`config.mk`:
```
export PLATFORM = sky130hd
export DESIGN_NAME = regfile
export DESIGN_NICKNAME = d
export VERILOG_FILES = /design/src/rtl/regfile.sv
export SDC_FILE = /design/constraint.sdc
export NUM_CORES = 2
export LEC_CHECK = 0
export BUFFER_PORTS_ARGS = -buffer_cell sky130_fd_sc_hd__clkbuf_2
export CELL_PAD_IN_SITES_DETAIL_PLACEMENT = 0
export CELL_PAD_IN_SITES_GLOBAL_PLACEMENT = 2
export CORE_UTILIZATION = 40
export DETAILED_ROUTE_END_ITERATION = 10
export PLACE_DENSITY_LB_ADDON = 0.25
export SYNTH_ARGS = -nofsm -noshare
export SYNTH_HDL_FRONTEND = slang
export SYNTH_SLANG_ARGS = --single-unit
```
`constraint.sdc`:
```
create_clock -name i_clk -period 5.6 [get_ports i_clk]
set_clock_uncertainty 0.2 [all_clocks]
set_input_delay 1.4 -clock i_clk [delete_from_list [all_inputs] [get_ports i_clk]]
set_output_delay 1.4 -clock i_clk [all_outputs]
set_load 0.05 [all_outputs]
```
`src/rtl/regfile.sv`:
```
`timescale 1ns/1ps
// regfile
// General-purpose register file for the five-stage pipeline. It accepts one
// write per cycle from the writeback bus and serves two combinational read
// ports to ID. A write is forwarded to a read of the same address in the same
// cycle. It also keeps a count of committed writes and runs a handshaked dump
// engine that streams every register out for trace and debug.
//
// Ports
//   i_clk                 clock; all state changes on the rising edge
//   i_rst_n               asynchronous reset, active-low
//   i_we/i_waddr/i_wdata  write port, driven by the writeback stage
//   i_re1/i_raddr1        read port 1 enable and address
//   o_rdata1              read port 1 data (combinational)
//   i_re2/i_raddr2        read port 2 enable and address
//   o_rdata2              read port 2 data (combinational)
//   i_dump_start          single-cycle request to stream out all registers
//   o_dump_valid          o_dump_addr/o_dump_data carry a beat
//   i_dump_ready          sink accepts the current beat
//   o_dump_addr           index of the register being emitted
//   o_dump_data           committed value of that register (no bypass)
//   o_dump_busy           dump in progress
//   o_dump_done           one-cycle pulse after the last beat is accepted
//   o_wr_count            count of committed writes, wraps at 16 bits
module regfile #(
  parameter int DATA_W = 32,
  parameter int ADDR_W = 5
) (
  input  logic              i_clk,
  input  logic              i_rst_n,
  input  logic              i_we,
  input  logic [ADDR_W-1:0] i_waddr,
  input  logic [DATA_W-1:0] i_wdata,
  input  logic              i_re1,
  input  logic [ADDR_W-1:0] i_raddr1,
  output logic [DATA_W-1:0] o_rdata1,
  input  logic              i_re2,
  input  logic [ADDR_W-1:0] i_raddr2,
  output logic [DATA_W-1:0] o_rdata2,
  input  logic              i_dump_start,
  output logic              o_dump_valid,
  input  logic              i_dump_ready,
  output logic [ADDR_W-1:0] o_dump_addr,
  output logic [DATA_W-1:0] o_dump_data,
  output logic              o_dump_busy,
  output logic              o_dump_done,
  output logic [15:0]       o_wr_count
);

  localparam int NREG = 1 << ADDR_W;
  localparam logic [ADDR_W-1:0] LAST_IDX = '1;

  typedef enum logic {
    S_IDLE,
    S_EMIT
  } state_t;

  logic [DATA_W-1:0] r_mem [NREG];
  logic [15:0]       r_wr_count;
  state_t            r_state;
  state_t            w_state_next;
  logic [ADDR_W-1:0] r_idx;
  logic [ADDR_W-1:0] w_idx_next;
  logic              r_done;
  logic              w_done_next;
  logic              w_commit;
  logic              w_emit;

  // Writes to register 0 are dropped entirely, so they never reach the
  // array and never count as committed.
  assign w_commit = i_we && (i_waddr != '0);
  assign w_emit   = (r_state == S_EMIT);

  // Storage array and committed-write counter. Entry 0 is never written, so
  // it stays at its reset value of zero.
  always_ff @(posedge i_clk or negedge i_rst_n) begin
    if (!i_rst_n) begin
      for (int i = 0; i < NREG; i++) begin
        r_mem[i] <= '0;
      end
      r_wr_count <= '0;
    end else if (w_commit) begin
      r_mem[i_waddr] <= i_wdata;
      r_wr_count     <= r_wr_count + 16'd1;
    end
  end

  // Read ports: reset, disabled port and address 0 all force zero; otherwise
  // a same-cycle write to the read address is forwarded ahead of the array.
  assign o_rdata1 = (!i_rst_n || !i_re1 || (i_raddr1 == '0)) ? '0 :
                    (i_we && (i_waddr == i_raddr1))          ? i_wdata :
                                                               r_mem[i_raddr1];
  assign o_rdata2 = (!i_rst_n || !i_re2 || (i_raddr2 == '0)) ? '0 :
                    (i_we && (i_waddr == i_raddr2))          ? i_wdata :
                                                               r_mem[i_raddr2];

  // Dump engine state register.
  always_ff @(posedge i_clk or negedge i_rst_n) begin
    if (!i_rst_n) begin
      r_state <= S_IDLE;
      r_idx   <= '0;
      r_done  <= 1'b0;
    end else begin
      r_state <= w_state_next;
      r_idx   <= w_idx_next;
      r_done  <= w_done_next;
    end
  end

  // Dump engine next state. A start request while emitting is simply ignored.
  // The index returns to zero after the last beat so the idle address reads 0.
  always_comb begin
    w_state_next = r_state;
    w_idx_next   = r_idx;
    w_done_next  = 1'b0;
    case (r_state)
      S_IDLE: begin
        if (i_dump_start) begin
          w_state_next = S_EMIT;
          w_idx_next   = '0;
        end
      end
      S_EMIT: begin
        if (i_dump_ready) begin
          if (r_idx == LAST_IDX) begin
            w_state_next = S_IDLE;
            w_idx_next   = '0;
            w_done_next  = 1'b1;
          end else begin
            w_idx_next = r_idx + 1'b1;
          end
        end
      end
      default: begin
        w_state_next = S_IDLE;
        w_idx_next   = '0;
      end
    endcase
  end

  // Dump data reads the array directly, so a stalled beat follows later writes
  // to its register but never sees the write bypass.
  assign o_dump_valid = w_emit;
  assign o_dump_busy  = w_emit;
  assign o_dump_addr  = r_idx;
  assign o_dump_data  = (w_emit && (r_idx != '0)) ? r_mem[r_idx] : '0;
  assign o_dump_done  = r_done;
  assign o_wr_count   = r_wr_count;

endmodule

```
==> results by group <==
Placement
  – DP Wirelength: 149000 um
  – IO buf count: 173
  – RD Place Congestion: 0.835

STA
  – Final setup vio count: 0
  – Hold Slack: 0.217 ns
  – Post-route clock period utilization: 99.1%
  – Slew @ Worst Pin: 1.24 ns
  – Final Hold Viols: 0
  – Post-Route Setup TNS: 0 ns
  – Fin crit period: 5.55 ns
  – F_max: 0.180 GHz
  – RSZ-0062 raised after global routing: no
  – Max-Slew Margin vs Limit: 17.4%
  – Final Slew Violations: 0

Synth
  – Sequential share of the synthesized area: 40.9%
  – Mapped Area: 0.0640 mm2
  – Syn_nets: 4240
  – Number of synthesized register bits: 1047
  – Post-synth EDFFs: 0
  – Synth Flop Type: dfrtp_1
  – Netlist cell types: 63
  – Yosys warns: 0
  – Syn avg cell area: 15.3 um2
  – Cells after Synth: 4182
  – Async S/R FF share, synth: 100%

Worst setup path
  – Worst Path Max Fanout: 16
  – Reg2reg start: o_dump_addr[2]
  – Reg2Reg Depth: 6
  – Worst Path Required: 4.00 ns
  – Critical setup path kind: input port to primary output
  – Reg2reg setup slack: 2.87 ns
  – Critical Path AT: 3.95 ns
  – Crit. End Element: primary output
  – CP startpoint kind: input port
  – R2r endpoint: o_dump_addr[2]

Global route
  – Largest net degree at the start of global routing: 155
  – Initial antenna violation count: 12
  – First-pass GRT wire length: 346000 um
  – Total GRT Usage: 30.2%
  – Vias in the first global route: 43545
  – Total grt overflow: 0

Clock network
  – Root Driver: clkbuf_16
  – CTS tree: done
  – Worst-path clk slew: 0.06 ns
  – Clk buf depth: 3
  – Post-CTS Hold Buffers: 0
  – H-tree depth: 4
  – TritonCTS Buffers: 130
  – Skew-Pair Late Insertion Delay: 0.78 ns
  – CTS sink cnt: 1047

Cells and area
  – Final #Nets: 4335
  – Layout cells sized above 1: 58.0%
  – Area grow syn2layout: 15.4%
  – Fill count: 13869

Routing
  – Wirelength per Cell: 37.6 um
  – DRC: 0
  – DR vias: 43552
  – Drt pass-1 iters: 6
  – DR vias/cell: 6.74
  – Initial DRC count: 4378
  – Final WL: 243000 um
  – Final ANT Viol Nets: 0

Status
  – Outcome: complete, no violations

Pwr
  – Sw Pwr: 9.98 mW
  – Sw frac: 33.9%
  – Power Internal: 19.5 mW
  – Peak supply drop: 335 uV
  – Sequential share of power: 36.4%
  – Tot Pwr: 29.4 mW
  – Leak Pwr: 30.7 nW
  – P per Cell Area: 399 mW/mm2
  – Power share of the clock group: 30.0%
  – Gate power share: 33.6%

Run
  – Max-capacitance violation count: 0

Die
  – Area of the core: 0.159 mm2
  – Starting Density: 40.4%
  – Die Span Y: 402 um
  – Die X: 402 um
  – IO Pins: 174
  – Die Footprint: 0.162 mm2
  – FP Rows: 146

Worst hold path
  – Critical hold path startpoint: r_mem[1022]
  – Worst Hold Depth: 0
  – Hold Path Sink: r_mem[1022]
  – Hold Path Class: register to register
registers in the layout, summed over array words and instances (netlist names):
signal and count:
r_mem 1024, o_wr_count 16, o_dump_addr 5, o_dump_busy 1, o_dump_done 1
cells by family after synthesis:
group / count (synthesis) / share of synthesized area (%)
compound gates: 334 / 3.91
xor+xnor: 25 / 0.342
fa+ha+maj: 4 / 0.0782
buf+inv: 513 / 3.67
flops: 1047 / 40.9
mux: 2005 / 49.2
simple gates: 254 / 1.86
layer usage:
layer	part of all wire [%]	track usage, %	vias to the layer above
met5	0.011	0	-
met4	3.5	10.5	4
met3	7.6	5.66	431
met2	46	45.9	2067
met1	43	43.3	24017
li1	-	-	17033
repair_timing:
| item | CTS | global route |
|---|---|---|
| setup endpoints to repair | 2 | 0 |
| setup buffers | 4 | 0 |
| resized for setup | 5 | 0 |
power groups by stage:
stage               combinational (mW)  clock [mW]  sequential, mW
floorplan                         7.22           0            10.2
global placement                  9.79           0            10.7
detailed placement                9.87           0            10.8
CTS                               9.93        8.97            10.6
global route                      10.4        9.27            10.9
finish                            9.89        8.83            10.7
how the worst max path moves through the flow:
stage               cells past startpoint      endpoint  slack (ns)   startpoint
floorplan                               8  o_rdata1[19]        0.17  i_raddr1[1]
finish                                  8  o_rdata2[28]        0.05  i_raddr2[0]
detailed placement                      8  o_rdata2[28]       -0.64  i_raddr2[0]
global route                            9  o_rdata2[19]        0.09  i_raddr2[4]
global placement                        8  o_rdata2[28]       -0.70  i_raddr2[0]
CTS                                     8  o_rdata2[28]        0.07  i_raddr2[0]
through the flow:
stage / setup slack, ns / util (%) / cell area, um2 / std cells
2_1_floorplan: 0.170 / - / 64000 / 4182
3_3_place_gp: -0.701 / 43.7 / 69300 / 6213
3_5_place_dp: -0.638 / 43.7 / 69300 / 6213
4_1_cts: 0.0746 / 46.6 / 73800 / 6453
5_1_grt: 0.0918 / 46.6 / 73800 / 6457
6_report: 0.0507 / 46.6 / 73800 / 6460
critical path, stage by stage:
cell      delay (ns)
buf_8           0.25
buf_12          0.24
buf_12          0.19
mux4_2          0.58
a221oi_4        0.46
o21ai_2         0.20
a32o_1          0.37
buf_12          0.18
layout by cell type (no fill, tap or decap), types with 21 or more instances in the layout:
master,Yosys,layout
a21oi_1,48,48
a221oi_1,70,69
a22oi_1,26,26
buf_12,1,120
buf_4,41,217
clkbuf_1,261,30
clkbuf_16,0,135
clkbuf_2,0,121
clkbuf_8,0,24
clkinv_2,0,22
dfrtp_1,1047,1042
mux2_2,994,994
mux2i_1,198,197
mux4_2,813,813
nand2_1,46,31
nor2_1,96,77
nor3_1,29,28
o21ai_0,44,42
o22ai_1,25,25
xnor2_1,21,21
Yosys cell counts, drive strengths merged, types with 5 or more instances:
cell       n  area (um2)
a21oi     48         240
and2      14        87.6
a211oi     8        60.1
a22o       7        61.3
xnor2     21         184
o31a       7        61.3
a22oi     26         195
o21bai     6        45.0
o211ai     9        67.6
nor3      29         145
mux2     994       11200
nand2     46         173
nor2      97         367
a221oi    73         658
buf      242        1330
nor2b     12        75.1
nand2b     5        31.3
dfrtp   1047       26200
o21ai     53         265
a222oi     8        80.1
o22ai     25         156
a41oi      6        52.6
mux2i    198        1980
nand4      7        43.8
inv        7        26.3
clkbuf   261         980
a221o      6        60.1
and3       7        43.8
o22a       9        78.8
mux4     813       18300
a32o      20         200
o221a      6        67.6
nand3     20         100
layout make-up:
cell class / count / area, um2 / share of cell area [%]
Multi-Input combinational cell: 2622 / 35800 / 48.5
Sequential cell: 1047 / 26200 / 35.5
Timing Repair Buffer: 466 / 4740 / 6.42
Clock buffer: 189 / 3820 / 5.18
Tap cell: 2072 / 2590 / 3.51
Clock inverter: 47 / 606 / 0.820
Inverter: 10 / 40.0 / 0.0542
Antenna cell: 7 / 17.5 / 0.0237
No activity file was read; power rests on OpenSTA's default activity.
